## src/rtl/bnn_window_feeder_pkg.sv

```systemverilog
// Shared constants and types for the BNN VAD window feeder (package bnn_pkg).
package bnn_pkg;

  localparam int DATA_W    = 16;
  localparam int TAPS      = 5;
  localparam int FRAME_LEN = 20;
  localparam int FRAMES    = 6;

  localparam int WIN_PER_FRAME = FRAME_LEN - TAPS + 1;

  // Counter width that never collapses to zero bits for degenerate sizes.
  function automatic int cnt_w(input int n);
    return (n > 1) ? $clog2(n) : 1;
  endfunction

  localparam int SAMP_W = cnt_w(FRAME_LEN);
  localparam int FRM_W  = cnt_w(FRAMES);

  typedef enum logic {
    FILL = 1'b0,
    RUN  = 1'b1
  } feed_state_e;

endpackage

```

## src/rtl/bnn_window_feeder_if.sv

```systemverilog
// Sample input stream and packed window output stream of the BNN window feeder.
interface bnn_window_feeder_if #(
  parameter int DATA_W    = bnn_pkg::DATA_W,
  parameter int TAPS      = bnn_pkg::TAPS,
  parameter int FRAME_LEN = bnn_pkg::FRAME_LEN,
  parameter int FRAMES    = bnn_pkg::FRAMES
);
  import bnn_pkg::*;

  localparam int POS_W = cnt_w(FRAME_LEN);
  localparam int FRM_W = cnt_w(FRAMES);

  logic                     s_valid;
  logic                     s_ready;
  logic [DATA_W-1:0]        s_data;
  logic                     win_valid;
  logic                     win_ready;
  logic [TAPS*DATA_W-1:0]   win_data;
  logic [FRM_W-1:0]         win_frame;
  logic [POS_W-1:0]         win_pos;
  logic                     win_last;

  modport master (
    output s_valid, s_data, win_ready,
    input  s_ready, win_valid, win_data, win_frame, win_pos, win_last
  );

  modport slave (
    input  s_valid, s_data, win_ready,
    output s_ready, win_valid, win_data, win_frame, win_pos, win_last
  );

endinterface

```

## src/rtl/bnn_window_feeder_tap_shreg.sv

```systemverilog
// Tap history for the window feeder: DEPTH-entry shift register, entry 0 oldest.
module bnn_tap_shreg #(
  parameter int DEPTH = bnn_pkg::TAPS - 1,
  parameter int WIDTH = bnn_pkg::DATA_W
) (
  input  logic                   clk,
  input  logic                   rst_n,
  input  logic                   clr,
  input  logic                   shift_en,
  input  logic [WIDTH-1:0]       din,
  output logic [DEPTH*WIDTH-1:0] taps
);

  logic [DEPTH*WIDTH-1:0] taps_q, taps_d;

  always_comb begin
    taps_d = taps_q;
    if (clr) begin
      taps_d = '0;
    end else if (shift_en) begin
      taps_d = {din, taps_q[DEPTH*WIDTH-1:WIDTH]};
    end
  end

  // NOTE: the history is only a few words, so it takes the async reset like any other
  // flop; a reset mid-frame must never leak stale samples into the next window.
  always_ff @(posedge clk or negedge rst_n) begin
    if (!rst_n) taps_q <= '0;
    else        taps_q <= taps_d;
  end

  assign taps = taps_q;

endmodule

```

## src/rtl/bnn_window_feeder.sv

```systemverilog
// Streams samples into stride-1 TAPS-wide windows per frame, tracking frame/segment position.
// Define BNN_FEED_BINARIZE_EN to sign-binarize each tap (+1 / -1) before it leaves the block.
module bnn_window_feeder #(
  parameter int DATA_W    = bnn_pkg::DATA_W,
  parameter int TAPS      = bnn_pkg::TAPS,
  parameter int FRAME_LEN = bnn_pkg::FRAME_LEN,
  parameter int FRAMES    = bnn_pkg::FRAMES
) (
  input  logic                clk,
  input  logic                rst_n,
  input  logic                flush,
  bnn_window_feeder_if.slave  bus,
  output logic                seg_done
);
  import bnn_pkg::*;

  localparam int SAMP_W = cnt_w(FRAME_LEN);
  localparam int FRM_W  = cnt_w(FRAMES);
  localparam int WIN_W  = TAPS * DATA_W;

  localparam logic [SAMP_W-1:0] FILL_END  = SAMP_W'(TAPS - 2);
  localparam logic [SAMP_W-1:0] LAST_SAMP = SAMP_W'(FRAME_LEN - 1);
  localparam logic [SAMP_W-1:0] POS_OFS   = SAMP_W'(TAPS - 1);
  localparam logic [FRM_W-1:0]  LAST_FRM  = FRM_W'(FRAMES - 1);

  feed_state_e         state_q,     state_d;
  logic [SAMP_W-1:0]   samp_cnt_q,  samp_cnt_d;
  logic [FRM_W-1:0]    frm_cnt_q,   frm_cnt_d;
  logic                win_valid_q, win_valid_d;
  logic [WIN_W-1:0]    win_data_q,  win_data_d;
  logic [FRM_W-1:0]    win_frame_q, win_frame_d;
  logic [SAMP_W-1:0]   win_pos_q,   win_pos_d;
  logic                win_last_q,  win_last_d;
  logic                seg_done_q,  seg_done_d;

  logic [(TAPS-1)*DATA_W-1:0] taps;
  logic [WIN_W-1:0]           win_load;
  logic                       s_ready, s_acc, win_hs, frame_end;

  // Flush blocks intake; FILL never produces a window, so it never waits on the consumer.
  assign s_ready   = !flush && (state_q == FILL || !win_valid_q || bus.win_ready);
  assign s_acc     = bus.s_valid && s_ready;
  assign win_hs    = win_valid_q && bus.win_ready;
  assign frame_end = s_acc && (samp_cnt_q == LAST_SAMP);

  bnn_tap_shreg #(
    .DEPTH (TAPS - 1),
    .WIDTH (DATA_W)
  ) u_taps (
    .clk      (clk),
    .rst_n    (rst_n),
    .clr      (flush || frame_end),
    .shift_en (s_acc),
    .din      (bus.s_data),
    .taps     (taps)
  );

  always_comb begin
    win_load = {bus.s_data, taps};
`ifdef BNN_FEED_BINARIZE_EN
    for (int k = 0; k < TAPS; k++) begin
      win_load[k*DATA_W +: DATA_W] = win_load[k*DATA_W + DATA_W - 1] ? {DATA_W{1'b1}}
                                                                      : DATA_W'(1);
    end
`endif
  end

  // NOTE: every *_d starts from its *_q so each path through the branches below
  // leaves a defined value and no latch is inferred.
  always_comb begin
    state_d     = state_q;
    samp_cnt_d  = samp_cnt_q;
    frm_cnt_d   = frm_cnt_q;
    win_valid_d = win_valid_q;
    win_data_d  = win_data_q;
    win_frame_d = win_frame_q;
    win_pos_d   = win_pos_q;
    win_last_d  = win_last_q;
    seg_done_d  = 1'b0;

    if (flush) begin
      state_d     = FILL;
      samp_cnt_d  = '0;
      frm_cnt_d   = '0;
      win_valid_d = 1'b0;
      win_last_d  = 1'b0;
    end else begin
      if (win_hs) begin
        win_valid_d = 1'b0;
        seg_done_d  = win_last_q;
      end
      if (s_acc) begin
        samp_cnt_d = samp_cnt_q + 1'b1;
        if (state_q == FILL) begin
          if (samp_cnt_q == FILL_END) state_d = RUN;
        end else begin
          win_valid_d = 1'b1;
          win_data_d  = win_load;
          win_frame_d = frm_cnt_q;
          win_pos_d   = samp_cnt_q - POS_OFS;
          win_last_d  = (frm_cnt_q == LAST_FRM) && (samp_cnt_q == LAST_SAMP);
        end
        if (frame_end) begin
          state_d    = FILL;
          samp_cnt_d = '0;
          frm_cnt_d  = (frm_cnt_q == LAST_FRM) ? '0 : frm_cnt_q + 1'b1;
        end
      end
    end
  end

  // NOTE: state is updated with non-blocking assignments only, so every flop samples
  // the pre-edge value of every other flop regardless of statement order.
  always_ff @(posedge clk or negedge rst_n) begin
    if (!rst_n) begin
      state_q     <= FILL;
      samp_cnt_q  <= '0;
      frm_cnt_q   <= '0;
      win_valid_q <= 1'b0;
      win_data_q  <= '0;
      win_frame_q <= '0;
      win_pos_q   <= '0;
      win_last_q  <= 1'b0;
      seg_done_q  <= 1'b0;
    end else begin
      state_q     <= state_d;
      samp_cnt_q  <= samp_cnt_d;
      frm_cnt_q   <= frm_cnt_d;
      win_valid_q <= win_valid_d;
      win_data_q  <= win_data_d;
      win_frame_q <= win_frame_d;
      win_pos_q   <= win_pos_d;
      win_last_q  <= win_last_d;
      seg_done_q  <= seg_done_d;
    end
  end

  assign bus.s_ready   = s_ready;
  assign bus.win_valid = win_valid_q;
  assign bus.win_data  = win_data_q;
  assign bus.win_frame = win_frame_q;
  assign bus.win_pos   = win_pos_q;
  assign bus.win_last  = win_last_q;
  assign seg_done      = seg_done_q;

endmodule

```

## src/flat_wrapper.sv

```systemverilog
// flat-port wrapper written by rule: the top's interface ports become plain ports
module bnn_window_feeder_flat import bnn_pkg::*;
#(
  parameter int DATA_W    = bnn_pkg::DATA_W,
  parameter int TAPS      = bnn_pkg::TAPS,
  parameter int FRAME_LEN = bnn_pkg::FRAME_LEN,
  parameter int FRAMES    = bnn_pkg::FRAMES
)
  (clk, rst_n, flush, seg_done, bus_s_valid, bus_s_data, bus_win_ready, bus_s_ready, bus_win_valid, bus_win_data, bus_win_frame, bus_win_pos, bus_win_last);
  bnn_window_feeder_if #(.DATA_W(DATA_W), .TAPS(TAPS), .FRAME_LEN(FRAME_LEN), .FRAMES(FRAMES)) bus_i ();
  input  logic clk;
  input  logic rst_n;
  input  logic flush;
  output logic seg_done;
  input wire logic [$bits(bus_i.s_valid)-1:0] bus_s_valid;
  input wire logic [$bits(bus_i.s_data)-1:0] bus_s_data;
  input wire logic [$bits(bus_i.win_ready)-1:0] bus_win_ready;
  output wire logic [$bits(bus_i.s_ready)-1:0] bus_s_ready;
  output wire logic [$bits(bus_i.win_valid)-1:0] bus_win_valid;
  output wire logic [$bits(bus_i.win_data)-1:0] bus_win_data;
  output wire logic [$bits(bus_i.win_frame)-1:0] bus_win_frame;
  output wire logic [$bits(bus_i.win_pos)-1:0] bus_win_pos;
  output wire logic [$bits(bus_i.win_last)-1:0] bus_win_last;
  assign bus_i.s_valid = bus_s_valid;
  assign bus_i.s_data = bus_s_data;
  assign bus_i.win_ready = bus_win_ready;
  assign bus_s_ready = bus_i.s_ready;
  assign bus_win_valid = bus_i.win_valid;
  assign bus_win_data = bus_i.win_data;
  assign bus_win_frame = bus_i.win_frame;
  assign bus_win_pos = bus_i.win_pos;
  assign bus_win_last = bus_i.win_last;
  bnn_window_feeder #(.DATA_W(DATA_W), .TAPS(TAPS), .FRAME_LEN(FRAME_LEN), .FRAMES(FRAMES)) u_core (.clk(clk), .rst_n(rst_n), .flush(flush), .bus(bus_i), .seg_done(seg_done));
endmodule
```

## config.mk

```make
export PLATFORM = sky130hd
export DESIGN_NAME = bnn_window_feeder_flat
export DESIGN_NICKNAME = d
export VERILOG_FILES = /design/src/rtl/bnn_window_feeder_pkg.sv /design/src/rtl/bnn_window_feeder_if.sv /design/src/rtl/bnn_window_feeder_tap_shreg.sv /design/src/rtl/bnn_window_feeder.sv /design/src/flat_wrapper.sv
export SDC_FILE = /design/constraint.sdc
export NUM_CORES = 1
export LEC_CHECK = 0
export ABC_AREA = 1
export CAP_MARGIN = 10
export CORE_ASPECT_RATIO = 0.75
export CORE_UTILIZATION = 40
export CTS_BUF_LIST = sky130_fd_sc_hd__clkbuf_4 sky130_fd_sc_hd__clkbuf_8 sky130_fd_sc_hd__clkbuf_16
export CTS_CLUSTER_SIZE = 24
export DETAILED_ROUTE_END_ITERATION = 10
export PLACE_DENSITY_LB_ADDON = 0.12
export SLEW_MARGIN = 0
export SYNTH_ARGS = -nofsm -noshare
export SYNTH_HDL_FRONTEND = slang
export SYNTH_SLANG_ARGS = --single-unit
export TNS_END_PERCENT = 20
```

## constraint.sdc

```tcl
create_clock -name clk -period 2 [get_ports clk]
set_input_delay 0.3 -clock clk [delete_from_list [all_inputs] [get_ports clk]]
set_output_delay 0.3 -clock clk [all_outputs]
set_load 0.01 [all_outputs]
```

# Word level (Yosys, flattened, before mapping)
# Cells that the tools add are included.
[totals]
rom_bits = 0
reg_bits = 164
out_inout_bits = 92
mem_count = 0
word_cells = 58
latchBits = 0
ramBits = 0
input_bits = 21
[classes]
bitwise_logic = 2
muxes = 23
n_div = 0
shift = 0
reduce_logical = 17
add_sub_neg = 3
magnitude_cmp = 0
mul = 0
eq_ne = 3
[ops]
columns = ["op", "count"]
rows = [
  ["$mux 64", 2],
  ["$mux 5", 3],
  ["$mux 1", 14],
  ["$mux 3", 4],
  ["$reduce_bool 2->1", 4],
  ["$add 5x1->5 const B", 1],
  ["$eq 5x2->1 const B", 1],
  ["$eq 5x5->1 const B", 1],
  ["$logic_and 1x1->1", 5],
  ["$sub 5x3->5 const B", 1],
  ["$reduce_and 2->1", 2],
  ["$add 3x1->3 const B", 1],
  ["$eq 3x3->1 const B", 1],
  ["$logic_or 1x1->1", 3],
  ["$reduce_and 3->1", 1],
  ["$logic_not 1->1", 2],
  ["$not 1->1", 2],
]

# Depth between registers and ports, before layout
# Gate-level depths: netlist of the first run.
[depth]
word_depth = 9
depth_mapped = 9

# Modules after synthesis
# Synthesis of the first run repeated with hierarchy kept, for this count alone.
[unflattened]
hier_cells = 738
hier_area_um2 = 6632.6
[by_module_without_submodules]
columns = ["module", "instances", "cells_each", "seq_area_each_um2", "area_each_um2"]
rows = [
  ["bnn_window_feeder", 1, 461, 2502.4, 4027.6],
  ["bnn_tap_shreg", 1, 277, 1601.5, 2605.0],
]

# Worst setup path before layout of the first run
# OpenSTA, ideal clock, no wires.
[synth_timing]
path_type = "register to register"
startpoint = "reg u_core.samp_cnt_q[2]"
endpoint = "reg u_core.u_taps.taps_q[47], in the netlist u_core.u_taps.taps[47]"
required_ns = 1.874
setup_ns = 0.126
n_path_buf = 2
slack_ns = 0.528
period_less_slack_ns = 1.472
arrival_time_ns = 1.346
path_stages_with_launch = 8
cell_sequence = "dfrtp_1 inv_1 ha_1 nand3_2 nand4_1 buf_2 buf_2 o21ai_0"
[synth_via]
elab_chain_len = 4
elab_cells_between_ends = 5
cone_classes = "eq/ne (1); mux (1); reduce/logical (3)"
[synth_rtl]
columns = ["item", "line", "text"]
rows = [
  ["start, declared", "bnn_window_feeder.sv:27", "logic [SAMP_W-1:0] samp_cnt_q, samp_cnt_d;"],
  ["start signal, assigned", "bnn_window_feeder.sv:127", "samp_cnt_q <= samp_cnt_d;"],
  ["$eq 5x5->1 *", "bnn_window_feeder.sv:44", "assign frame_end = s_acc && (samp_cnt_q == LAST_SAMP);"],
  ["$logic_and 1x1->1 *", "bnn_window_feeder.sv:44", ""],
  ["$logic_or 1x1->1 *", "bnn_window_feeder.sv:52", ".clr (flush || frame_end),"],
  ["$mux 64 / $reduce_bool 2->1 (equally long branches)", "--", ""],
  ["end signal, assigned", "bnn_window_feeder_tap_shreg.sv:29", "else taps_q <= taps_d;"],
  ["end, declared", "bnn_window_feeder_tap_shreg.sv:14", "logic [DEPTH*WIDTH-1:0] taps_q, taps_d;"],
]
# Mark *: on every way between the ends. The rest lies on a longest branch, timed or not.
# A chain may end at the register's enable or synchronous reset.

# Final worst setup path of the first run
[layout_timing]
startpoint = "reg u_core.win_valid_q, in the netlist u_core.bus.win_valid"
endpoint = "out bus_s_ready"
[layout_via]
elab_chain_len = 4
[layout_rtl]
columns = ["item", "line", "text"]
rows = [
  ["start, declared", "bnn_window_feeder.sv:29", "logic win_valid_q, win_valid_d;"],
  ["start signal, assigned", "bnn_window_feeder.sv:129", "win_valid_q <= win_valid_d;"],
  ["$logic_not 1->1", "bnn_window_feeder.sv:41", "assign s_ready = !flush && (state_q == FILL || !win_valid_q || bus.win_ready);"],
  ["$logic_or 1x1->1 (2 in series)", "bnn_window_feeder.sv:41", ""],
  ["$logic_and 1x1->1", "bnn_window_feeder.sv:41", ""],
  ["end, declared", "flat_wrapper.sv:18", "output wire logic [$bits(bus_i.s_ready)-1:0] bus_s_ready;"],
]
# No other way between the ends.

==> results of run 1 <==
[power groups by stage]
stage               Sequential, mW  Clock [mW]  Combinational, mW
floorplan                     3.84           0              0.324
global placement              3.78           0              0.994
detailed placement            3.78           0               1.01
CTS                           3.73        3.43               1.01
global route                  3.76        3.57               1.10
finish                        3.73        3.36              0.996
[registers in the layout (all words and copies together) (netlist names), 3 cells and up]
| signal | count |
|---|---|
| u_core.samp_cnt_q | 5 |
| u_core.frm_cnt_q | 3 |
| u_core.bus.win_frame | 3 |
| u_core.u_taps.taps | 64 |
| u_core.bus.win_pos | 5 |
| u_core.bus.win_data | 80 |
[worst paths after layout]
check / from / end / slack, ns / cells past startpoint
min: rst_n / u_core.bus.win_data[1]$_DFFE_PN0P_ / 0.42 / 2
max reg2reg: u_core.samp_cnt_q[2]$_DFFE_PN0P_ / u_core.samp_cnt_q[0]$_DFFE_PN0P_ / 0.25 / 8
min reg2reg: u_core.bus.win_data[10]$_DFFE_PN0P_ / u_core.bus.win_data[10]$_DFFE_PN0P_ / 0.47 / 2
max: u_core.bus.win_valid$_DFF_PN0_ / bus_s_ready / 0.10 / 4
min in group clk: bus_s_data[5] / u_core.bus.win_data[69]$_DFFE_PN0P_ / 0.44 / 3
max in group asynchronous: rst_n / u_core.bus.win_data[78]$_DFFE_PN0P_ / 0.96 / 3
[kinds of logic (layout without fill, tap and decap cells)]
logic type | count (synthesis) | count (layout) | share of synthesized area (%)
AOI/OAI and AO/OA | 142 | 142 | 11.2
and+or+nand+nor | 240 | 240 | 15.4
buffers and inverters | 117 | 241 | 8.02
adders and majority gates | 4 | 4 | 0.784
xor gates and xnor gates | 2 | 2 | 0.275
DFF | 164 | 164 | 64.3
[cell type report]
class	count	area, µm²	share of cell area [%]
inverter	81	304	3.63
clock inverter	12	154	1.84
clock buffer	20	460	5.50
timing repair buffer	128	1320	15.8
multi-input combinational	388	1770	21.1
sequential	164	4100	49.1
tap	205	256	3.07
[cells in the final DEF, fill, tap and decap left out, drive strengths merged]
| cell | n |
|---|---|
| clkbuf | 20 |
| clkinv | 5 |
| dfrtp | 164 |
| nand2 | 198 |
| buf | 16 |
| xnor2 | 1 |
| o21ai | 140 |
| nand3 | 31 |
| and3 | 1 |
| bufinv | 3 |
| a31oi | 1 |
| o21bai | 1 |
| ha | 4 |
| inv | 82 |
| nor2 | 4 |
| clkdlybuf4s50 | 111 |
| dlygate4sd3 | 1 |
| nand4 | 6 |
| clkinvlp | 3 |
| xor2 | 1 |
[worst register-to-register path, stage by stage (launching register included)]
cell     delay (ns)
dfrtp_1        0.47
inv_1          0.12
ha_1           0.19
nand3_2        0.20
nand4_1        0.21
buf_12         0.26
nand2_1        0.11
nand2_1        0.07
inv_1          0.03
[through the flow]
step | instance area (µm²) | power (mW)
floorplan | 6380 | 4.17
global placement | 7740 | 4.77
detailed placement | 7740 | 4.79
CTS | 8370 | 8.17
global route | 8370 | 8.43
finish | 8370 | 8.08
[layer usage]
| layer | share of wire [%] | track usage [%] | vias up |
|---|---|---|---|
| met4 | 0.91 | 5.50 | 0 |
| met3 | 4.4 | 4.22 | 12 |
| met2 | 44 | 28.0 | 111 |
| li1 | - | - | 2342 |
| met5 | 0 | 0 | - |
| met1 | 51 | 28.6 | 2257 |
==> metrics, run 1 <==
status completed; routed wire length 14,500 µm; Final Skew 0.00909 ns; # diodes 0; Final Hold Viols 0; clk root buf clkbuf_16; WP buf/inv 2; Pleak roughly 3.9 nW; total grt overflow 0; Avg Synthesized Cell Area 9.54 µm²; clk sink count 164; worst skew pair latency 0.42 ns; Post-Route Utilization a little over half; Die W 148 µm; Num CTS Buffers 17; crit path kind register to primary output; vias in the first global route 4,720; DP HPWL 9920 µm; Inst Count DP 965; share of layout cells above drive strength 1 under 10%; maximum buffer depth of the clock tree 2; Die Y 111 µm; CP cell instances nand3_2 -> nand2_2 -> inv_1 -> clkdlybuf4s50_1; Clk pwr share 41.6%; Max-cap violations 0; largest net degree at the start of global routing 91; Vias/cell 4.73; fillcell total about 1,400; Area growth syn-to-layout 31.1%; Max transition margin 65.1%; slowest CP cell clkdlybuf4s50_1; first-pass GRT wire length 24,500 µm; Least-Margin Pin Slew 0.523 ns; final worst path period need 1.90 ns; Final Net Count 805; CP Data Arrival Time 1.60 ns; RePlAce Congestion 0.780; Logic pwr share 12.3%; Seq pwr share 46.1%; Die ar. between 15,000 and 20,000 µm²; Power Dens Cells 966 nW/µm²; antenna viol nets, final 0; Core Rows 39; CTS tree built; PortBufs 112; initial antenna violation count 0; core footprint approximately 15,000 µm²; Post-Syn Instances 669; number of flops mapped to enable cells by yosys 0; remaining routing DRC violations 0; min-delay worst type input pin to async pin; CP required approximately 1.7 ns; setup TNS 0 ns; Worst setup SP type register; internal power 6.12 mW; post-synth top area cell dfrtp_1; syn_nets 694; fmax roughly 530 MHz; wire length per cell 14.5 µm; final worst path period share between 90% and 100%; DRT iter0 DRCs 276; Crit Path Max Fanout 4; Place WS around 0.10 ns; mapped cell area 6380 µm²; H-tree Lvls 4; Net Switching between 1.5 and 2 mW; clock-pin slew on the worst setup and hold paths 0.06 ns; Peak VDD IR ~0.62 mV; Starting Density 41.4%; count leader, synth nand2_1; switching fraction of total power approximately 24%; setup repair bufs after CTS 0; Synth top area share 64.3%; top cells by area, synth dfrtp_1, nand2_1, o21ai_0; Ys Warns 0; Synth cell types 24; unrepaired setup endpoints after global routing false; post-cts sizing count 0; Yosys reg bits between 150 and 200; Setup violations, final 0; Vias 4,722; nature of the critical path endpoint primary output; asr flop ratio synth 100%; Seq/Total Area, Yosys 64.3%; Synth top cells by count nand2_1, dfrtp_1, inv_1, o21ai_0, o21ai_1; Fin Hold WS 0.419 ns; I/O pin count 113; Final Slew Violations 0; DR pass1 iterations 5; Worst Setup Slack, final 0.102 ns; Most used DFF post-synth dfrtp_1; fin cells 998; GRT Total Usage 19.2%; Crit path max-delay family buffers and inverters; Max stage delay on crit path 0.53 ns; CTS Hold Buffers Added 1
No activity file was read; power rests on OpenSTA's default activity.
==> run 2: changes to the inputs <==
- CTS_BUF_LIST: sky130_fd_sc_hd__clkbuf_4 sky130_fd_sc_hd__clkbuf_8 sky130_fd_sc_hd__clkbuf_16 -> unset
==> run 2 against run 1 <==
Against the previous run:
- die area unchanged
- highest routed layer unchanged
- design area barely moved
- largest cell class unchanged
- first-iteration DRC count fell by 3.3%
- flip-flop and latch count stayed put
- critical endpoint unchanged
- clock skew grew 0.0010 ns
- critical path type unchanged
- clock power about the same
==> metrics, run 2 (synthesis results as in run 1) <==
unrepaired setup endpoints after global routing false; final worst path period need 1.90 ns (+0.00365 ns); WP buf/inv 2 (unchanged); core footprint 15,400 µm² (unchanged); DP HPWL 9920 µm (unchanged); Area growth syn-to-layout 31.0% (about the same); Die Y 111 µm (unchanged); internal power 6.11 mW (-0.23%); Reg area 4100 µm² (unchanged); # diodes 0 (unchanged); max FFs per register 80 (unchanged); Place WS 0.101 ns (unchanged); Clk pwr share 41.5% (about the same); DR top layer met4; Vias 4,706 (-0.34%); clk root buf clkbuf_16; CTS tree built; Final Instance Area 8360 µm² (about the same); reg-to-reg slack, setup 0.25 ns (about the same); slowest CP cell clkdlybuf4s50_1; Worst setup SP type register; Peak VDD IR 0.630 mV (+1.1%); GRT Total Usage 19.2% (+0.027 points); PortBufs 112 (unchanged); largest net degree at the start of global routing 91 (unchanged); final worst path period share 95.1% (+0.18 points); fmax 526 MHz (-0.19%); most frequent cells in the layout nand2_1, dfrtp_1, clkdlybuf4s50_1; instance count on the critical path 4 (unchanged); worst r2r dst u_core.samp_cnt_q[0]$_DFFE_PN0P_; Post-Route Utilization 54.2% (about the same); Least-Margin Pin Slew 0.524 ns (+0.000251 ns); Power Dens Cells 965 nW/µm² (about the same); worst r2r path cells 8 (unchanged); Net Switching 1.97 mW (+0.31%); setup TNS 0 ns (unchanged); Crit Path Max Fanout 4 (unchanged); clk sink count 164 (unchanged); post-cts sizing count 0 (unchanged); Seq pwr share 46.2% (about the same); Core Rows 39 (unchanged); routed wire length 14,600 µm (+0.45%); CP cell instances nand3_2 -> nand2_2 -> inv_1 -> clkdlybuf4s50_1; Setup violations, final 0 (unchanged); DRT iter0 DRCs 267 (-3.3%); Final Hold Viols 0 (unchanged); DR pass1 iterations 4 (-1); Max stage delay on crit path 0.53 ns (about the same); CP Launch Point u_core.bus.win_valid$_DFF_PN0_; I/O pin count 113 (unchanged); Final Net Count 805 (unchanged); Num CTS Buffers 17 (unchanged); Vias/cell 4.72 (-0.34%); wire length per cell 14.6 µm (+0.45%); total grt overflow 0 (unchanged); vias in the first global route 4,718 (-0.042%); Logic pwr share 12.4% (about the same); Max transition margin 65.1% (about the same); antenna viol nets, final 0 (unchanged); CP required 1.70 ns (about the same); CP Data Arrival Time 1.60 ns (about the same); Inst Count DP 965 (unchanged); clock-pin slew on the worst setup and hold paths 0.06 ns (about the same); maximum buffer depth of the clock tree 2 (unchanged); Fin Hold WS 0.415 ns (-0.00457 ns); min-delay worst type input pin to async pin; most common cell after layout, fill and taps aside nand2_1; switching fraction of total power 24.4% (+0.10 points); Area after DPL 7740 µm² (unchanged); Die ar. 16,500 µm² (unchanged); Pwr Total 8.07 mW (-0.10%); initial antenna violation count 0 (unchanged); remaining routing DRC violations 0 (unchanged); Max-cap violations 0 (unchanged); fin cells 998 (unchanged); DR WL met2 6370 µm (about the same); crit path kind register to primary output; M1 WL 7480 µm (+1.6%); Die W 148 µm (unchanged); met3 WL 589 µm (-8.1%); H-tree Lvls 4 (unchanged); Final Skew 0.0101 ns (+0.00104 ns); worst skew pair latency 0.42 ns (about the same); share of layout cells above drive strength 1 6.81% (-0.13 points); Worst Setup Slack, final 0.0987 ns (-0.00365 ns); Pleak 3.86 nW (about the same); RePlAce Congestion 0.780 (unchanged); area occupied by multi-input gates 1770 µm² (unchanged); Crit path max-delay family buffers and inverters; first-pass GRT wire length 24,500 µm (about the same); status completed; R2R Path Start u_core.samp_cnt_q[2]$_DFFE_PN0P_; fillcell total 1,403 (+0.071%); Starting Density 41.4% (unchanged); nature of the critical path endpoint primary output; Final Slew Violations 0 (unchanged)
-- run 2: worst max-delay path by stage --
stage | end
floorplan | u_core.u_taps.taps[47]$_DFFE_PN0P_
global placement | bus_s_ready
detailed placement | u_core.bus.win_data[41]$_DFFE_PN0P_
CTS | bus_s_ready
global route | bus_s_ready
finish | bus_s_ready
-- run 2: power groups by stage --
stage | registers (mW) | logic (mW) | clock network (mW)
final | 3.73 | 0.997 | 3.35
after global routing | 3.76 | 1.10 | 3.56
after CTS | 3.73 | 1.01 | 3.41
after detailed placement | 3.78 | 1.01 | 0
after global placement | 3.78 | 0.994 | 0
after floorplan | 3.84 | 0.324 | 0
-- run 2: area by class of cell --
class,instances,area share [%]
timing repair buffer,128,15.8
clock buffer,20,5.46
tap,205,3.07
inverter,81,3.64
sequential,164,49.1
clock inverter,12,1.84
multi-input combinational,388,21.1
-- run 2: what timing repair did --
item / CTS / global route
buffers inserted: 0 / 0
hold buffers: 1 / 0
endpoints found under the hold margin: 47 / 0
-- run 2: worst register-to-register path, cell delays in order, from the launching register on --
cell     delay (ns)
dfrtp_1        0.46
inv_1          0.12
ha_1           0.19
nand3_2        0.19
nand4_1        0.21
buf_12         0.26
nand2_1        0.11
nand2_1        0.07
inv_1          0.03
-- run 2: routing by layer --
layer	global-route usage, %	up-vias
met5	0	-
met1	28.6	2248
met4	5.91	0
li1	-	2342
met3	4.10	8
met2	28.1	108
==> run 3: changes to the inputs <==
- CORE_MARGIN: unset -> 2
- HOLD_SLACK_MARGIN: unset -> 0.12
==> run 3 against run 2 <==
Against the previous run:
- critical path depth did not move
- clock skew fell by 0.0013 ns
- non-clock buffer count down 1
- count of clock-buffer cells in the layout grew 3
- sequential power is essentially flat
- highest routed layer unchanged
==> metrics, run 3 (synthesis results as in run 1) <==
status completed; nature of the critical path endpoint primary output; Final Hold Viols 0 (unchanged); Max transition margin 76.6% (+11 points); Worst Setup Slack, final 0.0972 ns (-0.00152 ns); fillcell total 1,418 (+1.1%); share of layout cells above drive strength 1 6.69% (-0.12 points); Die W 150 µm (+1.4%); DR pass1 iterations 5 (+1); H-tree Lvls 4 (unchanged); CP Data Arrival Time 1.60 ns (about the same); Crit Path Max Fanout 4 (unchanged); Vias 4,762 (+1.2%); total grt overflow 0 (unchanged); vias in the first global route 4,666 (-1.1%); Vias/cell 4.78 (+1.3%); PortBufs 112 (unchanged); Die ar. 17,000 µm² (+3.2%); final worst path period need 1.90 ns (+0.00152 ns); Area growth syn-to-layout 31.1% (about the same); CP cell instances nand3_2 -> nand2_2 -> inv_1 -> clkdlybuf4s50_1; unrepaired setup endpoints after global routing false; Final Slew Violations 0 (unchanged); antenna viol nets, final 0 (unchanged); Place WS 0.119 ns (+0.0182 ns); slowest CP cell clkdlybuf4s50_1; Final Skew 0.00882 ns (-0.00131 ns); clk sink count 164 (unchanged); clk root buf clkbuf_16; core footprint 15,400 µm² (unchanged); DRT iter0 DRCs 279 (+4.5%); Core Rows 39 (unchanged); Least-Margin Pin Slew 0.351 ns (-0.172 ns); first-pass GRT wire length 24,700 µm (+0.62%); Power Dens Cells 955 nW/µm² (-1.1%); worst r2r path cells 7 (-1); wire length per cell 14.8 µm (+1.6%); Starting Density 41.4% (unchanged); Die Y 113 µm (+1.8%); Max-cap violations 0 (unchanged); min-delay worst type input pin to async pin; RePlAce Congestion 0.785 (+0.65%); initial antenna violation count 0 (unchanged); maximum buffer depth of the clock tree 2 (unchanged); CP required 1.70 ns (about the same); final worst path period share 95.1% (about the same); fmax 526 MHz (about the same); # diodes 0 (unchanged); worst r2r dst u_core.samp_cnt_q[0]$_DFFE_PN0P_; Pwr Total 7.99 mW (-1.0%); GRT Total Usage 18.7% (-0.51 points); CTS tree built; Pleak 3.87 nW (+0.24%); Max stage delay on crit path 0.52 ns (about the same); Setup violations, final 0 (unchanged); remaining routing DRC violations 0 (unchanged); Post-Route Utilization 54.3% (about the same); Peak VDD IR 0.616 mV (-2.2%); I/O pin count 113 (unchanged); crit path kind register to primary output; most frequent cells in the layout nand2_1, dfrtp_1, clkdlybuf4s50_1; Crit path max-delay family buffers and inverters; Num CTS Buffers 17 (unchanged); Worst setup SP type register; CP Launch Point u_core.bus.win_valid$_DFF_PN0_; largest net degree at the start of global routing 83 (-8.8%); routed wire length 14,800 µm (+1.5%); most common cell after layout, fill and taps aside nand2_1; reg-to-reg slack, setup 0.27 ns (+0.02 ns); WP buf/inv 2 (unchanged); DP HPWL 10,100 µm (+1.7%); max FFs per register 80 (unchanged); R2R Path Start u_core.samp_cnt_q[0]$_DFFE_PN0P_; setup TNS 0 ns (unchanged); clock-pin slew on the worst setup and hold paths 0.06 ns (about the same); setup repair bufs after CTS 0 (unchanged); Final Net Count 804 (-0.12%); worst skew pair latency 0.42 ns (about the same)
[run 3: changes by cell type in the layout (fill, tap and decap cells not counted), moves of 2 or more]
cell      delta
buf_12       +2
buf_4        -3
clkbuf_8     +3
clkinv_2     +2
clkinv_4     -2
[run 3: what timing repair did]
action                                 in CTS  in global routing
endpoints found under the hold margin      30                  0
resized for setup                           0                  0
hold buffers                                1                  0
[run 3: worst max-delay path by stage]
stage,depth (start not counted),endpoint,slack [ns]
after detailed placement,6,bus_s_ready,0.12
final,4,bus_s_ready,0.1
after CTS,4,bus_s_ready,0.07
after floorplan,7,u_core.u_taps.taps[47]$_DFFE_PN0P_,0.53
after global placement,6,bus_s_ready,0.13
after global routing,4,bus_s_ready,0.04
[run 3: power by group]
part	switching [mW]	internal [mW]
clock network	1.26	1.99
registers	0.154	3.57
logic	0.497	0.513
total	1.92	6.07
[run 3: final cells by class]
class,count,area [µm²],share of cell area (%)
Multi-Input combinational cell,388,1770,21.1
Sequential cell,164,4100,49.1
Clock buffer,23,498,5.95
Clock inverter,9,100,1.20
Inverter,81,304,3.63
Timing Repair Buffer,127,1340,16.0
Tap cell,205,256,3.07
[run 3: stage by stage]
step | hold WS (ns) | area, µm² | cells
6_report | 0.342 | 8370 | 997
5_1_grt | 0.376 | 8370 | 997
4_1_cts | 0.346 | 8370 | 997
3_5_place_dp | 0.229 | 7760 | 964
3_3_place_gp | 0.221 | 7760 | 964
2_1_floorplan | 0.00441 | 6380 | 669
[run 3: routing by layer]
layer | track usage (%) | wire length (µm)
met5 | 0 | 0
met4 | 4.53 | 144
met3 | 5.60 | 800
met2 | 27.3 | 6520
met1 | 27.4 | 7320
